### config.mk
export PLATFORM = sky130hd
export DESIGN_NAME = esc_pwm_multi
export DESIGN_NICKNAME = d
export VERILOG_FILES = /design/src/rtl/esc_pkg.sv /design/src/rtl/esc_pwm_chan.sv /design/src/rtl/esc_pwm_multi.sv
export SDC_FILE = /design/constraint.sdc
export NUM_CORES = 1
export LEC_CHECK = 0
export CORE_ASPECT_RATIO = 0.6
export CORE_UTILIZATION = 65
export CTS_CLUSTER_SIZE = 14
export DETAILED_ROUTE_END_ITERATION = 8
export PLACE_DENSITY = 0.91
export SKIP_LAST_GASP = 1
export SYNTH_ARGS = -nofsm -noshare
export SYNTH_HDL_FRONTEND = slang
export SYNTH_HIERARCHICAL = 1
export SYNTH_SLANG_ARGS = --single-unit
### constraint.sdc
create_clock -name clk -period 11.9 [get_ports clk]
set_clock_uncertainty 0.05 [all_clocks]
set_input_delay 1.19 -clock clk [delete_from_list [all_inputs] [get_ports clk]]
set_output_delay 1.19 -clock clk [all_outputs]
set_load 0.005 [all_outputs]
### src/rtl/esc_pkg.sv
// Shared ESC definitions: default widths and timing constants, plus the
// compare-value calculation reused by every ESC pulse generator.
package esc_pkg;

  localparam int unsigned ESC_NUM_CH      = 4;
  localparam int unsigned ESC_SPEED_W     = 11;
  localparam int unsigned ESC_OFF_W       = 10;
  localparam int unsigned ESC_SHIFT       = 4;
  localparam int unsigned ESC_PERIOD_W    = 20;
  localparam int unsigned ESC_BASE_CNT    = 50000;
  localparam int unsigned ESC_MAX_CMP     = 100000;
  localparam int unsigned ESC_WDOG_FRAMES = 8;
  localparam int unsigned ESC_CMP_W       = 32;

  // Pulse width in clocks: base + ((speed + off) << shift), clamped to max_cmp.
  // Inputs are zero-extended to 32 bits, wide enough that nothing overflows.
  function automatic logic [ESC_CMP_W-1:0] esc_calc_cmp(
    input logic [31:0] speed,
    input logic [31:0] off,
    input int unsigned shift,
    input logic [31:0] base_cnt,
    input logic [31:0] max_cmp
  );
    logic [31:0] sum;
    logic [31:0] cmp;
    sum = speed + off;
    cmp = base_cnt + (sum << shift);
    if (cmp > max_cmp) begin
      cmp = max_cmp;
    end
    return cmp;
  endfunction

endpackage

### src/rtl/esc_pwm_chan.sv
// One ESC channel: shadow/active compare registers, update watchdog and the
// registered pulse output. Frame timing comes from the shared counter in the top.
module esc_pwm_chan
  import esc_pkg::*;
#(
  parameter int unsigned SPEED_W     = ESC_SPEED_W,
  parameter int unsigned OFF_W       = ESC_OFF_W,
  parameter int unsigned SHIFT       = ESC_SHIFT,
  parameter int unsigned PERIOD_W    = ESC_PERIOD_W,
  parameter int unsigned BASE_CNT    = ESC_BASE_CNT,
  parameter int unsigned MAX_CMP     = ESC_MAX_CMP,
  parameter int unsigned WDOG_FRAMES = ESC_WDOG_FRAMES
) (
  input  logic                clk,
  input  logic                rst,
  input  logic                boundary_i,
  input  logic                wr_en_i,
  input  logic [SPEED_W-1:0]  speed_i,
  input  logic [OFF_W-1:0]    off_i,
  input  logic                armed_d_i,
  input  logic [PERIOD_W-1:0] cnt_d_i,
  output logic                pwm_o,
  output logic                stale_o
);

  localparam logic [PERIOD_W-1:0] BASE     = PERIOD_W'(BASE_CNT);
  localparam logic [3:0]          WDOG_LIM = 4'(WDOG_FRAMES);

  logic [PERIOD_W-1:0] cmp_w;
  logic [PERIOD_W-1:0] shadow_q, shadow_d;
  logic [PERIOD_W-1:0] active_q, active_d;
  logic [3:0]          wdog_q, wdog_d, wdog_inc;
  logic                stale_q, stale_d;
  logic                force_base;
  logic                pwm_q, pwm_d;

  // The clamp keeps the result below 2**PERIOD_W, so truncation is lossless.
  assign cmp_w = PERIOD_W'(esc_calc_cmp(32'(speed_i), 32'(off_i), SHIFT,
                                        BASE_CNT, MAX_CMP));

  // Next-state: writes refresh the shadow and watchdog at once; the active
  // compare only moves at the frame boundary, taking the pre-write shadow.
  always_comb begin
    shadow_d   = wr_en_i ? cmp_w : shadow_q;
    wdog_inc   = (wdog_q == WDOG_LIM) ? wdog_q : wdog_q + 4'd1;
    wdog_d     = wdog_q;
    stale_d    = stale_q;
    active_d   = active_q;
    force_base = 1'b0;
    if (wr_en_i) begin
      wdog_d  = 4'd0;
      stale_d = 1'b0;
    end
    if (boundary_i) begin
      if (!wr_en_i) begin
        wdog_d = wdog_inc;
        if (wdog_inc == WDOG_LIM) begin
          force_base = 1'b1;
          stale_d    = 1'b1;
        end
      end
      active_d = force_base ? BASE : shadow_q;
    end
    pwm_d = armed_d_i && (cnt_d_i < active_d);
  end

  // Channel state; reset drops the pulse immediately and restores idle throttle.
  always_ff @(posedge clk or posedge rst) begin
    if (rst) begin
      shadow_q <= BASE;
      active_q <= BASE;
      wdog_q   <= 4'd0;
      stale_q  <= 1'b0;
      pwm_q    <= 1'b0;
    end else begin
      shadow_q <= shadow_d;
      active_q <= active_d;
      wdog_q   <= wdog_d;
      stale_q  <= stale_d;
      pwm_q    <= pwm_d;
    end
  end

  assign pwm_o   = pwm_q;
  assign stale_o = stale_q;

endmodule

### src/rtl/esc_pwm_multi.sv
// Multi-channel ESC PWM generator: one free-running frame counter, frame-aligned
// arming and NUM_CH independent channels updated glitch-free at frame boundaries.
module esc_pwm_multi
  import esc_pkg::*;
#(
  parameter int unsigned NUM_CH      = ESC_NUM_CH,
  parameter int unsigned SPEED_W     = ESC_SPEED_W,
  parameter int unsigned OFF_W       = ESC_OFF_W,
  parameter int unsigned SHIFT       = ESC_SHIFT,
  parameter int unsigned PERIOD_W    = ESC_PERIOD_W,
  parameter int unsigned BASE_CNT    = ESC_BASE_CNT,
  parameter int unsigned MAX_CMP     = ESC_MAX_CMP,
  parameter int unsigned WDOG_FRAMES = ESC_WDOG_FRAMES
) (
  input  logic                      clk,
  input  logic                      rst,
  input  logic                      arm,
  input  logic [NUM_CH-1:0]         wr_en,
  input  logic [NUM_CH*SPEED_W-1:0] speed,
  input  logic [NUM_CH*OFF_W-1:0]   off,
  output logic [NUM_CH-1:0]         pwm,
  output logic                      frame_start,
  output logic                      armed,
  output logic [NUM_CH-1:0]         stale
);

  logic [PERIOD_W-1:0] cnt_q, cnt_d;
  logic                boundary;
  logic                armed_q, armed_d;
  logic                frame_start_q;

  // The last count of a frame is the only point where arm and compares change.
  assign boundary = &cnt_q;
  assign cnt_d    = cnt_q + PERIOD_W'(1);
  assign armed_d  = boundary ? arm : armed_q;

  // Frame counter, arm state and the one-cycle frame-start marker.
  always_ff @(posedge clk or posedge rst) begin
    if (rst) begin
      cnt_q         <= '0;
      armed_q       <= 1'b0;
      frame_start_q <= 1'b0;
    end else begin
      cnt_q         <= cnt_d;
      armed_q       <= armed_d;
      frame_start_q <= boundary;
    end
  end

  for (genvar i = 0; i < NUM_CH; i++) begin : g_chan
    esc_pwm_chan #(
      .SPEED_W    (SPEED_W),
      .OFF_W      (OFF_W),
      .SHIFT      (SHIFT),
      .PERIOD_W   (PERIOD_W),
      .BASE_CNT   (BASE_CNT),
      .MAX_CMP    (MAX_CMP),
      .WDOG_FRAMES(WDOG_FRAMES)
    ) u_chan (
      .clk       (clk),
      .rst       (rst),
      .boundary_i(boundary),
      .wr_en_i   (wr_en[i]),
      .speed_i   (speed[i*SPEED_W +: SPEED_W]),
      .off_i     (off[i*OFF_W +: OFF_W]),
      .armed_d_i (armed_d),
      .cnt_d_i   (cnt_d),
      .pwm_o     (pwm[i]),
      .stale_o   (stale[i])
    );
  end

  assign frame_start = frame_start_q;
  assign armed       = armed_q;

endmodule

* Word-level counts from Yosys, hierarchy flattened
Index checks and enable logic that the tools add are counted.
W data, S select, Z words.
** Storage, ports and cells
- Bits in registers :: 206
- Output and inout bits :: 10
- Bits of input ports :: 91
** Operators by class
- Muxes and demuxes :: 57
- Magnitude comparators :: 8
- Add/sub/neg operators :: 13
- Reduce and logical (&&, ||, !) cells :: 5
- Equal/unequal tests :: 8
** Operators with widths (number)
- $mux W20 :: 12
- $gt A32 B17 Y1 const B :: 4
- $lt A20 B20 Y1 :: 4
- $add A16 B16 Y17 const A :: 4
- $mux W4 :: 16
- $add A11 B10 Y12 :: 4
- $eq A4 B4 Y1 const B :: 8
- $mux W1 :: 29
- $add A20 B1 Y20 const B :: 1
- $reduce_and A20 Y1 :: 1
- $add A4 B1 Y4 const B :: 4
- $logic_and A1 B1 Y1 :: 4

* Longest topological paths before layout
- Word-level depth :: 10
- Mapped depth :: 19
- Gate-level depth less buffers :: 18

* By module
The synthesis kept the hierarchy.
** Modules (own cells, without submodules)
- esc_pwm_chan (g_chan[0].u_chan ...) :: seq. area each 991.0 sq um, area each 3339.5 sq um, cells each 373, times used 2
- esc_pwm_chan (g_chan[3].u_chan) :: seq. area each 991.0 sq um, area each 3175.5 sq um, cells each 345, times used 1
- esc_pwm_chan (g_chan[1].u_chan) :: seq. area each 991.0 sq um, area each 3059.2 sq um, cells each 343, times used 1
- esc_pwm_multi :: seq. area each 550.5 sq um, area each 947.2 sq um, cells each 78, times used 1

* Least setup slack after synthesis
Ideal clock, no wire load.
- Path kind :: input to register
- From :: in speed[33]
- To :: reg g_chan[3].u_chan.shadow_q[12]
- Stages on the path :: 10
- Data required time :: 11718 ps
- Arrival time :: 3729 ps
- Path buffers :: 0
- Setup time :: 132 ps
- Path slack :: 7989 ps
- Cells stage by stage :: ha_1 > fa_1 > xor2_2 > a21oi_2 > o32a_4 > o21a_1 > or4_4 > o31ai_4 > o21a_2 > a21oi_1
** Between the ends
- Longest elaborated chain between the ends :: 4
** Ends and longest elaborated chain
- from (decl) :: line esc_pwm_multi.sv:19 : input logic [NUM_CH*SPEED_W-1:0] speed,
- $add A11 B10 Y12 * :: line esc_pkg.sv:26 : sum = speed + off;
- $add A16 B16 Y17 * :: line esc_pkg.sv:27 : cmp = base_cnt + (sum << shift);
- $gt A32 B17 Y1 :: line esc_pkg.sv:28 : if (cmp > max_cmp) begin
- $mux W20 * :: line esc_pkg.sv:28
- to (signal assigned) :: line esc_pwm_chan.sv:76 : shadow_q <= shadow_d;
- to (decl) :: line esc_pwm_chan.sv:30 : logic [PERIOD_W-1:0] shadow_q, shadow_d;
Mark *: on every way between the ends. The rest lies on a longest branch, timed or not.
A chain may end at the register's enable or synchronous reset.

* Worst setup path after layout
- From :: reg cnt_q[0]
- To :: reg g_chan[2].u_chan.pwm_q
** Between the ends
- Longest elaborated chain between the ends :: 4
- Elaborated cells on any way between the ends :: 6
- Those cells by class :: 1 x add/sub; 1 x order compare; 2 x mux; 2 x reduce/logical
** Ends and longest elaborated chain
- from (decl) :: line esc_pwm_multi.sv:27 : logic [PERIOD_W-1:0] cnt_q, cnt_d;
- from (signal assigned) :: line esc_pwm_multi.sv:44 : cnt_q <= cnt_d;
- $reduce_and A20 Y1 :: line esc_pwm_multi.sv:33 : assign boundary = &cnt_q;
- named net boundary :: line esc_pwm_multi.sv:28 : logic boundary;
- $mux W20 :: line esc_pwm_chan.sv:54 : if (boundary_i) begin
- named net g_chan[2].u_chan.active_d[11] :: line esc_pwm_chan.sv:31 : logic [PERIOD_W-1:0] active_q, active_d;
- $lt A20 B20 Y1 :: line esc_pwm_chan.sv:64 : pwm_d = armed_d_i && (cnt_d_i < active_d);
- $logic_and A1 B1 Y1 :: line esc_pwm_chan.sv:64
- named net g_chan[2].u_chan.pwm_d :: line esc_pwm_chan.sv:35 : logic pwm_q, pwm_d;
- to (signal assigned) :: line esc_pwm_chan.sv:80 : pwm_q <= pwm_d;
- to (decl) :: line esc_pwm_chan.sv:35
The timed path passes the listed nets, and every way through them passes these cells.

==> impl_metrics.json <==
{
  "status": "complete, no violations",
  "antenna_found_initial": 0,
  "die_area_um2": 21900,
  "grt_pass1_vias": 11199,
  "cts_max_path_buffers": 2,
  "synth_edf_count": 0,
  "critical_path.max_fanout": 75,
  "p_leak_uw": 0.00735,
  "power_frac_clock_pct": 31.4,
  "drv_slew": 0,
  "rows": 40,
  "end_kind": "register",
  "setup_violations": 0,
  "drv_cap": 0,
  "syn_area_um2": 13900,
  "crit_type": "register to register",
  "yosysTopAreaCellShare_pct": 23.5,
  "final_util_pct": 75.7,
  "synth_flop_cell": "dfrtp_1",
  "max-slew-margin-rel_pct": 28.7,
  "synth_top_cells_by_area": "dfrtp_1 (23%), ha_1 (12%), dfstp_2 (9.1%)",
  "dieHeight_um": 115,
  "critPathLaunchType": "register",
  "cts.sinks": 178,
  "crit_chain": "ha_1 -> nand2_1 -> nor3_4 -> nand4_2 -> inv_4 -> buf_4 -> nand3_1 -> o21ai_0 -> inv_1 -> ha_1 -> nand4_1 -> nor2_1 -> nor2_1 -> nand2_1 -> a2111oi_0 -> o31ai_1 -> a31o_2 -> a41oi_1",
  "synthesis.nets": 1740,
  "combPwrFrac_pct": 28.1,
  "design_area_um2": 15500,
  "port_buffers": 100,
  "fillCellCount": 1384,
  "avgSynthCellArea_um2": 9.17,
  "hp-class": "register to register",
  "dp_hpwl_um": 24100,
  "clock_latency_ns": 0.43,
  "irDropWorstVdd_uv": 113,
  "track_usage_pct": 30.6,
  "ant_nets": 0,
  "min_period_ns": 5.02,
  "cp.required_ns": 12.19,
  "rsz0062_at_grt": "no",
  "arrival_ns": 5.31,
  "seqPwrFrac_pct": 40.4,
  "fin_cells": 1874,
  "synth_top_area_cell": "dfrtp_1",
  "power_switching_uw": 577,
  "viasPerCell": 6.30,
  "yosysUniqueCellTypes": 117,
  "core_um2": 20500,
  "globalRoute.totalOverflow": 0,
  "fmax_ghz": 0.199,
  "drc_errors": 0,
  "critPathMaxStageDelay_ns": 0.74,
  "grt_max_degree": 76,
  "synthesis.instances": 1512,
  "cts_resized": 0,
  "async_flop_share_pct": 100,
  "cts-root-buf": "clkbuf_16",
  "clkTransAtPathRegs_ns": 0.07,
  "cts_inserted_buffers": 17,
  "initialDrtViolationCount": 1124,
  "r2r_cells": 18,
  "cpMaxStageDelayCell": "buf_4",
  "period_share_pct": 42.2,
  "wl_per_cell_um": 17.4,
  "diodes": 0,
  "sw_frac_of_total_pct": 33.3,
  "dr.pass1.iters": 5,
  "powerDensity_nw_per_um2": 112,
  "wirelength_um": 32600,
  "p_total_uw": 1730,
  "grt_pass1_wl_um": 54300,
  "layout_commonest_cell": "inv_1",
  "cts_hold_buf": 0,
  "hold_viol": 0,
  "place_congestion": 0.904,
  "final_cell_mix": "inv_1 (137), ha_1 (133), dfrtp_1 (130), nor2_1 (129), nand2_1 (102)",
  "final_nets": 1816,
  "dieWidth_um": 191,
  "seq_area_frac_synth_pct": 32.6,
  "setup_tns_ns": 0,
  "yosys_register_bits": 178,
  "tightest_slew_ns": 1.07,
  "dp.cells": 1842,
  "post_cts_buffers": 0,
  "yosys_warnings": 6,
  "vias": 11812,
  "place_area_um2": 14900,
  "cts_tree": "done",
  "htreeDepth": 4,
  "power.internal_uw": 1160,
  "drive_gt1_share_pct": 13.3,
  "holdPathStages": 2,
  "syn_to_final_growth_pct": 11.8,
  "initial_core_util_pct": 67.7,
  "ios": 101
}
-- path summary, 6_finish.rpt --
path                                                   start                      endpoint  slack (ns)
worst min-delay path            g_chan[2].u_chan/active_q[3]  g_chan[2].u_chan/active_q[3]        0.43
worst min register to register  g_chan[2].u_chan/active_q[3]  g_chan[2].u_chan/active_q[3]        0.43
max in group asynchronous                                rst                   frame_start        9.89
worst max register to register                      cnt_q[0]        g_chan[2].u_chan/pwm_o        6.88
min in group asynchronous                                rst  g_chan[1].u_chan/active_q[2]        1.26
worst max-delay path                                cnt_q[0]        g_chan[2].u_chan/pwm_o        6.88
-- metrics by stage --
stage,hold slack (ns),setup WS [ns]
final,0.430,6.88
after global routing,0.455,6.63
after CTS,0.434,7.03
after detailed placement,0.415,6.93
after global placement,0.404,7.20
after floorplan,0.392,7.99
-- final cells by class --
class                      count  area [um2]  area share, %
multi-input combinational   1147        8500           54.9
inverter                     138         520           3.36
sequential                   178        4510           29.1
clock buffer                  18         429           2.77
timing repair buffer         106        1050           6.75
clock inverter                14         139          0.896
tap                          273         342           2.20
-- routing by layer --
layer,global-route usage (%),vias up,part of all wire [%]
li1,-,5635,-
met1,45.0,5665,48
met2,46.2,456,43
met3,5.98,56,7.5
met4,8.16,0,1.7
met5,0,-,0
-- cells in the mapped netlist (6+ instances only) --
master and count:
o2111ai_1 7, and3_1 13, o21bai_1 6, o21ai_0 49, o31ai_1 8, and2_1 12
nand3b_1 12, clkbuf_1 30, nor3_1 18, inv_1 138, or2_2 15, a21o_1 52
a21oi_1 100, xnor2_1 34, xor2_1 23, nor2_1 129, mux2_2 8, nand4_1 16
ha_1 133, o211ai_1 8, a31oi_1 8, nand2_1 102, dfrtp_1 130, nand3_1 46
or3b_2 7, nand2b_1 37, nor2b_1 14, clkbuf_8 8, a31o_2 7, o21ai_1 9
nor3b_1 11, a211oi_1 16, dfstp_2 48, a22o_1 8, mux2i_1 19, o32ai_1 16
nor4_1 7, o21a_1 29
-- registers in the layout, indices dropped and copies added, names as in the netlist --
signal and count:
cnt_q 20, armed 1, g_chan.u_chan/pwm_o 4, frame_start 1, g_chan.u_chan/active_q 80, g_chan.u_chan/wdog_q 16, g_chan.u_chan/shadow_q 52, g_chan.u_chan/stale_o 4
-- worst max-delay path: cells and delay by family, from the launching register on --
kind,cells,cell delay (ns)
compound gates,5,1.35
fa+ha+maj,2,0.54
buf+inv,3,1.35
flops,1,0.41
simple gates,8,1.19
-- power by group through the flow --
stage               Sequential [uW]  Combinational [uW]  Clock [uW]
floorplan                       697                 372           0
global placement                710                 458           0
detailed placement              710                 476           0
CTS                             700                 479         554
global route                    705                 536         578
finish                          700                 488         545
-- kinds of logic (layout without fill, tap and decap cells) --
group                      count (synthesis)  count (layout)  share of synthesized area, %
and+or+nand+nor                          493             493                          19.2
AOI/OAI and AO/OA                        430             430                          23.7
buffers and inverters                    187             276                          6.08
DFF                                      178             178                          32.6
adders and majority gates                137             137                          12.6
xor gates and xnor gates                  59              59                          3.84
muxes                                     28              28                          2.13
(Power assumes the default switching activity.)
